**config.mk**
```make
export PLATFORM = sky130hd
export DESIGN_NAME = snax_hwpe_tcdm_rsp_buffer
export DESIGN_NICKNAME = d
export VERILOG_FILES = /design/src/rtl/snax_tcdm_buf_pkg.sv /design/src/rtl/snax_tcdm_rsp_fifo.sv /design/src/rtl/snax_hwpe_tcdm_rsp_buffer.sv
export SDC_FILE = /design/constraint.sdc
export NUM_CORES = 1
export LEC_CHECK = 0
export ABC_AREA = 0
export CELL_PAD_IN_SITES_DETAIL_PLACEMENT = 0
export CELL_PAD_IN_SITES_GLOBAL_PLACEMENT = 1
export CORE_MARGIN = 2
export CORE_UTILIZATION = 41
export DETAILED_ROUTE_END_ITERATION = 7
export GPL_ROUTABILITY_DRIVEN = 0
export PLACE_DENSITY_LB_ADDON = 0.3
export SLEW_MARGIN = 40
export SYNTH_ARGS = -nofsm -noshare
export SYNTH_HDL_FRONTEND = slang
export SYNTH_SLANG_ARGS = --single-unit
```
**constraint.sdc**
```tcl
create_clock -name clk_i -period 5.3 [get_ports clk_i]
set_input_delay 1.06 -clock clk_i [delete_from_list [all_inputs] [get_ports clk_i]]
set_output_delay 1.06 -clock clk_i [all_outputs]
set_load 0.1 [all_outputs]
```
**src/rtl/snax_tcdm_buf_pkg.sv**
```systemverilog
// Shared types for the HWPE-to-SNAX TCDM response buffer: credit/pointer widths,
// response kind tags and default SNAX TCDM request/response structures.
package snax_tcdm_buf_pkg;

    localparam int unsigned DefaultDataWidth = 32;
    localparam int unsigned DefaultAddrWidth = 32;
    localparam int unsigned DefaultDepth     = 4;

    typedef logic [$clog2(DefaultDepth + 1)-1:0] cnt_t;
    typedef logic [$clog2(DefaultDepth)-1:0]     ptr_t;

    typedef enum logic {
        KIND_WRITE = 1'b0,
        KIND_READ  = 1'b1
    } kind_e;

    typedef struct packed {
        logic [DefaultAddrWidth-1:0]   addr;
        logic                          write;
        logic [DefaultDataWidth-1:0]   data;
        logic [DefaultDataWidth/8-1:0] strb;
    } tcdm_req_chan_t;

    typedef struct packed {
        tcdm_req_chan_t q;
        logic           q_valid;
    } tcdm_req_default_t;

    typedef struct packed {
        logic [DefaultDataWidth-1:0] data;
    } tcdm_rsp_chan_t;

    typedef struct packed {
        logic           q_ready;
        tcdm_rsp_chan_t p;
        logic           p_valid;
    } tcdm_rsp_default_t;

endpackage

```
**src/rtl/snax_tcdm_rsp_fifo.sv**
```systemverilog
// Synchronous FIFO with synchronous active-high reset, used for the in-order
// request tag queue and for buffering read responses.
module snax_tcdm_rsp_fifo #(
    parameter int unsigned Width = 32,
    parameter int unsigned Depth = 4
) (
    input  logic             clk_i,
    input  logic             rst_i,
    input  logic             push_i,
    input  logic [Width-1:0] wdata_i,
    input  logic             pop_i,
    output logic [Width-1:0] rdata_o,
    output logic             full_o,
    output logic             empty_o
);

    localparam int unsigned PtrWidth = $clog2(Depth);
    localparam int unsigned CntWidth = $clog2(Depth + 1);

    logic [Width-1:0]    mem_q [Depth];
    logic [PtrWidth-1:0] wr_ptr_q;
    logic [PtrWidth-1:0] rd_ptr_q;
    logic [CntWidth-1:0] count_q;
    logic                do_push;
    logic                do_pop;

    assign full_o  = (count_q == CntWidth'(Depth));
    assign empty_o = (count_q == '0);
    assign do_push = push_i & ~full_o;
    assign do_pop  = pop_i & ~empty_o;
    assign rdata_o = mem_q[rd_ptr_q];

    // Storage is left unreset; the occupancy counter alone defines valid entries.
    always_ff @(posedge clk_i) begin
        if (do_push) begin
            mem_q[wr_ptr_q] <= wdata_i;
        end
    end

    always_ff @(posedge clk_i) begin
        if (rst_i) begin
            wr_ptr_q <= '0;
            rd_ptr_q <= '0;
            count_q  <= '0;
        end else begin
            if (do_push) begin
                wr_ptr_q <= wr_ptr_q + PtrWidth'(1);
            end
            if (do_pop) begin
                rd_ptr_q <= rd_ptr_q + PtrWidth'(1);
            end
            case ({do_push, do_pop})
                2'b10:   count_q <= count_q + CntWidth'(1);
                2'b01:   count_q <= count_q - CntWidth'(1);
                default: count_q <= count_q;
            endcase
        end
    end

endmodule

```
**src/rtl/snax_hwpe_tcdm_rsp_buffer.sv**
```systemverilog
// Bridges one HWPE streamer TCDM port to one SNAX valid-ready TCDM port with credit-limited
// in-order tracking and read buffering. Optional same-cycle read bypass: SNAX_TCDM_RSP_BYPASS_EN.
module snax_hwpe_tcdm_rsp_buffer
    import snax_tcdm_buf_pkg::*;
#(
    parameter int unsigned DataWidth = 32,
    parameter int unsigned AddrWidth = 32,
    parameter int unsigned Depth     = 4,
    parameter type tcdm_req_t = tcdm_req_default_t,
    parameter type tcdm_rsp_t = tcdm_rsp_default_t
) (
    input  logic                   clk_i,
    input  logic                   rst_i,
    input  logic                   hwpe_req_i,
    output logic                   hwpe_gnt_o,
    input  logic [AddrWidth-1:0]   hwpe_add_i,
    input  logic                   hwpe_wen_i,
    input  logic [DataWidth/8-1:0] hwpe_be_i,
    input  logic [DataWidth-1:0]   hwpe_data_i,
    output logic [DataWidth-1:0]   hwpe_r_data_o,
    output logic                   hwpe_r_valid_o,
    input  logic                   hwpe_r_ready_i,
    output tcdm_req_t              tcdm_req_o,
    input  tcdm_rsp_t              tcdm_rsp_i,
    output logic                   err_o
);

    localparam int unsigned CntWidth = $clog2(Depth + 1);

    logic [CntWidth-1:0]  cnt_q;
    logic [CntWidth-1:0]  cnt_d;
    logic                 err_q;
    logic                 can_issue;
    logic                 q_valid;
    logic                 grant;
    logic [0:0]           tag_wdata;
    logic [0:0]           tag_rdata;
    logic                 tag_full;
    logic                 tag_empty;
    kind_e                rsp_kind;
    logic                 rsp_valid;
    logic                 rsp_is_read;
    logic                 rsp_is_write;
    logic                 bypass;
    logic                 data_push;
    logic                 data_pop;
    logic                 data_full;
    logic                 data_empty;
    logic [DataWidth-1:0] fifo_rdata;
    logic                 read_release;

    // Reset also blocks new grants so nothing is issued while state is being flushed.
    assign can_issue  = (cnt_q < CntWidth'(Depth)) & ~tag_full;
    assign q_valid    = hwpe_req_i & ~rst_i & can_issue;
    assign grant      = q_valid & tcdm_rsp_i.q_ready;
    assign hwpe_gnt_o = grant;

    always_comb begin
        tcdm_req_o         = '0;
        tcdm_req_o.q_valid = q_valid;
        tcdm_req_o.q.addr  = hwpe_add_i;
        tcdm_req_o.q.write = ~hwpe_wen_i;
        tcdm_req_o.q.data  = hwpe_data_i;
        tcdm_req_o.q.strb  = hwpe_be_i;
    end

    assign tag_wdata = hwpe_wen_i ? KIND_READ : KIND_WRITE;
    assign rsp_kind  = kind_e'(tag_rdata);

    snax_tcdm_rsp_fifo #(
        .Width (1),
        .Depth (Depth)
    ) i_tag_fifo (
        .clk_i   (clk_i),
        .rst_i   (rst_i),
        .push_i  (grant),
        .wdata_i (tag_wdata),
        .pop_i   (rsp_valid),
        .rdata_o (tag_rdata),
        .full_o  (tag_full),
        .empty_o (tag_empty)
    );

    // A response with no outstanding tag is dropped here and only flagged via err_o.
    assign rsp_valid    = tcdm_rsp_i.p_valid & ~tag_empty;
    assign rsp_is_read  = rsp_valid & (rsp_kind == KIND_READ);
    assign rsp_is_write = rsp_valid & (rsp_kind == KIND_WRITE);

`ifdef SNAX_TCDM_RSP_BYPASS_EN
    assign bypass = rsp_is_read & data_empty & ~rst_i;
`else
    assign bypass = 1'b0;
`endif

    assign hwpe_r_valid_o = ~data_empty | bypass;
    assign hwpe_r_data_o  = ~data_empty ? fifo_rdata :
                            (bypass ? tcdm_rsp_i.p.data : '0);
    assign read_release   = hwpe_r_valid_o & hwpe_r_ready_i;
    assign data_pop       = ~data_empty & hwpe_r_ready_i;
    assign data_push      = rsp_is_read & ~data_full & ~(bypass & hwpe_r_ready_i);

    snax_tcdm_rsp_fifo #(
        .Width (DataWidth),
        .Depth (Depth)
    ) i_data_fifo (
        .clk_i   (clk_i),
        .rst_i   (rst_i),
        .push_i  (data_push),
        .wdata_i (tcdm_rsp_i.p.data),
        .pop_i   (data_pop),
        .rdata_o (fifo_rdata),
        .full_o  (data_full),
        .empty_o (data_empty)
    );

    // Credits cover both in-flight requests and reads parked in the data FIFO.
    always_comb begin
        cnt_d = cnt_q;
        if (grant) begin
            cnt_d = cnt_d + CntWidth'(1);
        end
        if (rsp_is_write) begin
            cnt_d = cnt_d - CntWidth'(1);
        end
        if (read_release) begin
            cnt_d = cnt_d - CntWidth'(1);
        end
    end

    always_ff @(posedge clk_i) begin
        if (rst_i) begin
            cnt_q <= '0;
            err_q <= 1'b0;
        end else begin
            cnt_q <= cnt_d;
            if (tcdm_rsp_i.p_valid & tag_empty) begin
                err_q <= 1'b1;
            end
        end
    end

    assign err_o = err_q;

endmodule

```
After elaboration in Yosys (flattened, before gate mapping)
Memories as Yosys holds them, arrays and structs flattened. A register that Yosys moved wholly into a read port is not among the register bits.
Cells that the tools add are included.
Widths: inputs -> output; s select.
{"block": "totals", "regBits": 18, "ram_bits": 132, "memories": 2, "input_bits": 107, "out_inout_bits": 105, "wordCells": 68}
{"name": "i_data_fifo.mem_q", "depth": 4, "width": 32, "rd": 1, "rd_ports_with_merged_regs": 1, "wr": 1, "line": "snax_tcdm_rsp_fifo.sv:20", "source": "logic [Width-1:0] mem_q [Depth];"}
{"name": "i_tag_fifo.mem_q", "depth": 4, "width": 1, "rd": 1, "rd_ports_with_merged_regs": 1, "wr": 1, "line": "snax_tcdm_rsp_fifo.sv:20"}
{"block": "op_classes", "n_addsub": 11, "order_cmp": 1, "n_bitwise": 21, "n_eq_ne": 6, "n_reduce_logical": 4, "mux": 15}
{"op": "$mux 32", "n": 1}
{"op": "$and 1x1->1", "n": 14}
{"op": "$pmux 3 s2", "n": 2}
{"op": "$sub 3x1->3 const B", "n": 4}
{"op": "$add 3x1->3 const B", "n": 3}
{"op": "$mux 3", "n": 3}
{"op": "$add 2x1->2 const B", "n": 4}
{"op": "$mux 2", "n": 4}
{"op": "$not 1->1", "n": 7}
{"op": "$eq 3x3->1 const B", "n": 2}
{"op": "$logic_not 3->1", "n": 2}
{"op": "$mux 1", "n": 5}
{"op": "$eq 2x1->1 const B", "n": 2}
{"op": "$eq 2x2->1 const B", "n": 2}
{"op": "$reduce_bool 2->1", "n": 2}
{"op": "$lt 3x3->1 const B", "n": 1}

Logic depth before layout (Yosys ltp)
{"block": "logic_depth", "depth_word": 10, "ltp_mapped": 12, "depth_no_buf": 10}

Hierarchy
Synthesis repeated with hierarchy kept, for this count alone.
{"block": "unflattened", "cells_unflattened": 420, "hier_area_um2": 6819.0}
{"module": "snax_tcdm_rsp_fifo at i_data_fifo", "n_inst": 1, "cells_each": 221, "area_per_inst_um2": 5143.7, "seq_area_each_um2": 4023.9}
{"module": "snax_hwpe_tcdm_rsp_buffer", "n_inst": 1, "cells_each": 140, "area_per_inst_um2": 1057.3, "seq_area_each_um2": 80.1}
{"module": "snax_tcdm_rsp_fifo at i_tag_fifo", "n_inst": 1, "cells_each": 59, "area_per_inst_um2": 618.1, "seq_area_each_um2": 300.3}

Worst setup path before layout
No wires, ideal clock.
{"block": "synth_timing", "kind": "register to output", "from": "register i_data_fifo.count_q[0]", "to": "output hwpe_r_data_o[22]", "path_stages_with_launch": 5, "arrival_time_ns": 2.492, "n_path_buf": 2, "slack_ns": 1.748, "required_time_ns": 4.240, "path_cell_list": "dfxtp_1 or3_1 clkbuf_1 clkbuf_1 and2_1"}
{"block": "synth_via", "elab_chain_len": 2}
{"element": "start, declared", "line": "snax_tcdm_rsp_fifo.sv:23", "source": "logic [CntWidth-1:0] count_q;"}
{"element": "start signal, assigned", "line": "snax_tcdm_rsp_fifo.sv:53", "source": "2'b10: count_q <= count_q + CntWidth'(1);"}
{"element": "start signal, assigned", "line": "snax_tcdm_rsp_fifo.sv:54", "source": "2'b01: count_q <= count_q - CntWidth'(1);"}
{"element": "start signal, assigned", "line": "snax_tcdm_rsp_fifo.sv:55", "source": "default: count_q <= count_q;"}
{"element": "$logic_not 3->1", "line": "snax_tcdm_rsp_fifo.sv:28", "source": "assign empty_o = (count_q == '0);"}
{"element": "$mux 32", "line": "snax_hwpe_tcdm_rsp_buffer.sv:96", "source": "assign hwpe_r_data_o = ~data_empty ? fifo_rdata :"}
{"element": "end, declared", "line": "snax_hwpe_tcdm_rsp_buffer.sv:20", "source": "output logic [DataWidth-1:0] hwpe_r_data_o,"}
No other way between the ends.

Worst setup path in the final report
{"block": "layout_timing", "from": "input rst_i", "to": "output hwpe_gnt_o"}
{"block": "layout_via", "elab_chain_len": 4}
{"element": "start, declared", "line": "snax_hwpe_tcdm_rsp_buffer.sv:13", "source": "input logic rst_i,"}
{"element": "$not 1->1", "line": "snax_hwpe_tcdm_rsp_buffer.sv:54", "source": "assign q_valid = hwpe_req_i & ~rst_i & can_issue;"}
{"element": "$and 1x1->1 (2 in series)", "line": "snax_hwpe_tcdm_rsp_buffer.sv:54"}
{"element": "$and 1x1->1", "line": "snax_hwpe_tcdm_rsp_buffer.sv:55", "source": "assign grant = q_valid & tcdm_rsp_i.q_ready;"}
{"element": "end, declared", "line": "snax_hwpe_tcdm_rsp_buffer.sv:15", "source": "output logic hwpe_gnt_o,"}
No other way between the ends.

==> reports/qor.csv <==
stage,metric,value,unit
outcome,status,completed,
sta,fin_skew,0.00560,ns
power_and_ir_drop,power_density,502,mW/mm²
sta,setup_viol,0,
worst_hold_path,min_path_type,reg -> reg,
floorplan,rows,46,
grt,grt_pass1_vias,3522,
synth,avgSynthCellArea,16.3,µm²
layout,final_util,0.472,
synth,synth_edf_count,132,
synth,ys.flop_type,edfxtp_1,
floorplan,die_w,132,µm
clock_tree,cts_tree,yes,
floorplan,start_util,0.420,
synth,syn-instance-count,410,
synth,synth_top_area_share,0.592,
place,dp_slack,1.54,ns
detailed_routing,first_iter_violations,117,
sta,slew_violations,0,
power_and_ir_drop,p_sw,1.42,mW
synth,synth_cell_types,34,
clock_tree,cts_hold_buf,0,
grt,grt_max_degree,33,
layout,ff_latch_area,0.00441,mm²
power_and_ir_drop,p_int,2.36,mW
power_and_ir_drop,swShare,0.375,
clock_tree,cts.htree.levels,4,
detailed_routing,wl_met2,5.54,mm
detailed_routing,vias,3220,
synth,synth.area.top_cells,"edfxtp_1 59%, mux4_2 11%, buf_4 7.7%",
layout,multiInputGateArea,0.00165,mm²
synth,async_reset_ff_frac,0,
clock_tree,cts_root_buf,clkbuf_16,
worst_hold_path,min_to,err_o,
sta,setup_slack,1.59,ns
grt,grt_overflow,0,
setup_path,setup.worst_path.class,in -> out,
setup_path,start_kind,input port,
synth,synth.net_count,532,
sta,finalCritPeriodShare,0.699,
grt,antenna_found_initial,1,
job,cap_viol_max_count,0,
setup_path,crit_fanout,23,
setup_path,reg2reg_slack,2.65,ns
power_and_ir_drop,pwr-share-clk,0.289,
detailed_routing,wl_met1,5.24,mm
sta,period_needed,3.71,ns
clock_tree,post_cts_buffers,0,
synth,syn_area,0.00670,mm²
place,hpwl,6.98,mm
sta,fmax,270,MHz
setup_path,required,4.24,ns
layout,diodes,0,
setup_path,cp-end-kind,output port,
worst_hold_path,min_path_cells,2,
grt,grt_usage,0.140,
clock_tree,clk_path_buf_depth,2,
layout,num-fill-cells,1376,
detailed_routing,wl_met3,530,µm
detailed_routing,drtAntennaViolNets,0,
layout,drive_above_1_share,0.250,
power_and_ir_drop,p_seq_frac,0.380,
synth,synth-seq-area-share,0.657,
detailed_routing,drtPass1Iterations,5,
power_and_ir_drop,irDropWorstVdd,0.245,mV
grt,grt_pass1_wl,18.5,mm
floorplan,core_area,0.0159,mm²
sta,fin_setup_tns,0,ns
clock_tree,clock_sinks,154,
clock_tree,cts_resized,0,
synth,synth_common_cells,"132 x edfxtp_1, 69 x buf_4, 36 x and2_1, 33 x mux4_2",
layout,nNetsFinal,545,
floorplan,ios,212,
worst_hold_path,hold_start,err_o,
clock_tree,numCtsBuffers,17,
detailed_routing,wl,11.5,mm
sta,hold_viol,0,
detailed_routing,via_per_inst,4.94,
setup_path,worstReg2RegStart,i_tag_fifo.count_q[0],
synth,synth-seq-cells,154,
setup_path,rr_worst_depth,10,
sta,maxSlewHeadroom,0.620,
detailed_routing,drc,0,
power_and_ir_drop,p_comb_frac,0.331,
setup_path,rr_endpoint,i_data_fifo.count_q[2],
synth,synth_largest_area_cell,edfxtp_1,
power_and_ir_drop,leakage,2.58,nW
setup_path,arrival,2.65,ns
synth,yosysWarningCount,0,
power_and_ir_drop,p_total,3.78,mW
floorplan,dieArea,0.0174,mm²
detailed_routing,routedWlPerCell,17.6,µm
floorplan,die_h,132,µm
place,portBuffers,75,
layout,area_growth,12.3,%
clock_tree,clk-insertion-delay-late,0.41,ns
sta,grt_setup_unrepaired,no,
sta,tightest_slew,0.570,ns
clock_tree,clkTransAtPathRegs,0.06,ns
synth,synth_most_common_cell,edfxtp_1,
detailed_routing,dr.max_layer_used,met5,
[area by class of cell]
cell class,count,share of cell area
sequential,154,0.586
multi-input combinational,156,0.220
timing repair buffer,78,0.0788
clock buffer,19,0.0576
tap,216,0.0359
clock inverter,13,0.0136
inverter,16,0.00798
[cells by family after synthesis]
kind of cell / synth area share
muxes: 0.116
DFF: 0.657
xor gates and xnor gates: 0.0215
AOI/OAI and AO/OA: 0.0136
adders and majority gates: 0.0303
buffers and inverters: 0.0971
and+or+nand+nor: 0.0639
[power by group through the flow]
stage | Clock, mW | Combinational, mW | Sequential, mW
2_1_floorplan | 0 | 1.28 | 1.46
3_3_place_gp | 0 | 1.34 | 1.46
3_5_place_dp | 0 | 1.27 | 1.46
4_1_cts | 1.12 | 1.27 | 1.44
5_1_grt | 1.18 | 1.32 | 1.45
6_report | 1.09 | 1.25 | 1.44
[placed cells by master (no fill, tap or decap), types with 3 or more instances in the layout]
cell and instances:
clkinvlp_4 4, nor2_1 22, and3_1 5, mux4_2 33, buf_4 5, xnor2_1 5, clkinv_1 4, clkdlybuf4s50_1 38
xor2_1 6, buf_2 35, edfxtp_1 132, a21oi_1 6, or3_1 3, and2_4 5, ha_1 13, clkbuf_16 17
dfxtp_1 20, and2_1 32, nand2_1 6, inv_1 16
[sequential cells by signal, summed over array words and instances (netlist names), named ones only]
| name | count |
|---|---|
| i_data_fifo.mem_q | 128 |
| i_tag_fifo.mem_q | 4 |
| cnt_q | 3 |
| i_data_fifo.count_q | 3 |
| i_tag_fifo.count_q | 3 |
| i_data_fifo.rd_ptr_q | 2 |
| i_data_fifo.wr_ptr_q | 2 |
| i_tag_fifo.rd_ptr_q | 2 |
| i_tag_fifo.wr_ptr_q | 2 |
| err_o | 1 |
[metal layers]
| metal | vias to the layer above | track usage |
|---|---|---|
| li1 | 1458 | - |
| met3 | 31 | 0.0565 |
| met2 | 87 | 0.227 |
| met5 | - | 0 |
| met4 | 2 | 0.0531 |
| met1 | 1642 | 0.170 |
[worst max-delay path, stage by stage]
cell and delay (ns):
clkdlybuf4s50_1 0.40, buf_4 0.21, and4bb_2 0.40, and2_4 0.25, buf_4 0.31
[worst max-delay path by stage]
stage                     slack (ns)  cells past startpoint              startpoint                     to
after floorplan                 1.75                      4  i_data_fifo.count_q[0]      hwpe_r_data_o[22]
after global placement          1.49                      4                register      hwpe_r_data_o[31]
after detailed placement        1.54                     11                   rst_i  i_tag_fifo.count_q[2]
after CTS                       1.59                      5                   rst_i             hwpe_gnt_o
after global routing            1.55                      5                   rst_i             hwpe_gnt_o
final                           1.59                      5                   rst_i             hwpe_gnt_o
[metrics by stage]
stage / std cells / hold slack (ns) / instance area, µm²
floorplan: 410 / 0.467 / 6700
global placement: 620 / 0.476 / 7150
detailed placement: 620 / 0.458 / 6990
CTS: 652 / 0.486 / 7520
global route: 652 / 0.548 / 7520
finish: 652 / 0.496 / 7520
Power figures use the tool's default switching activity.
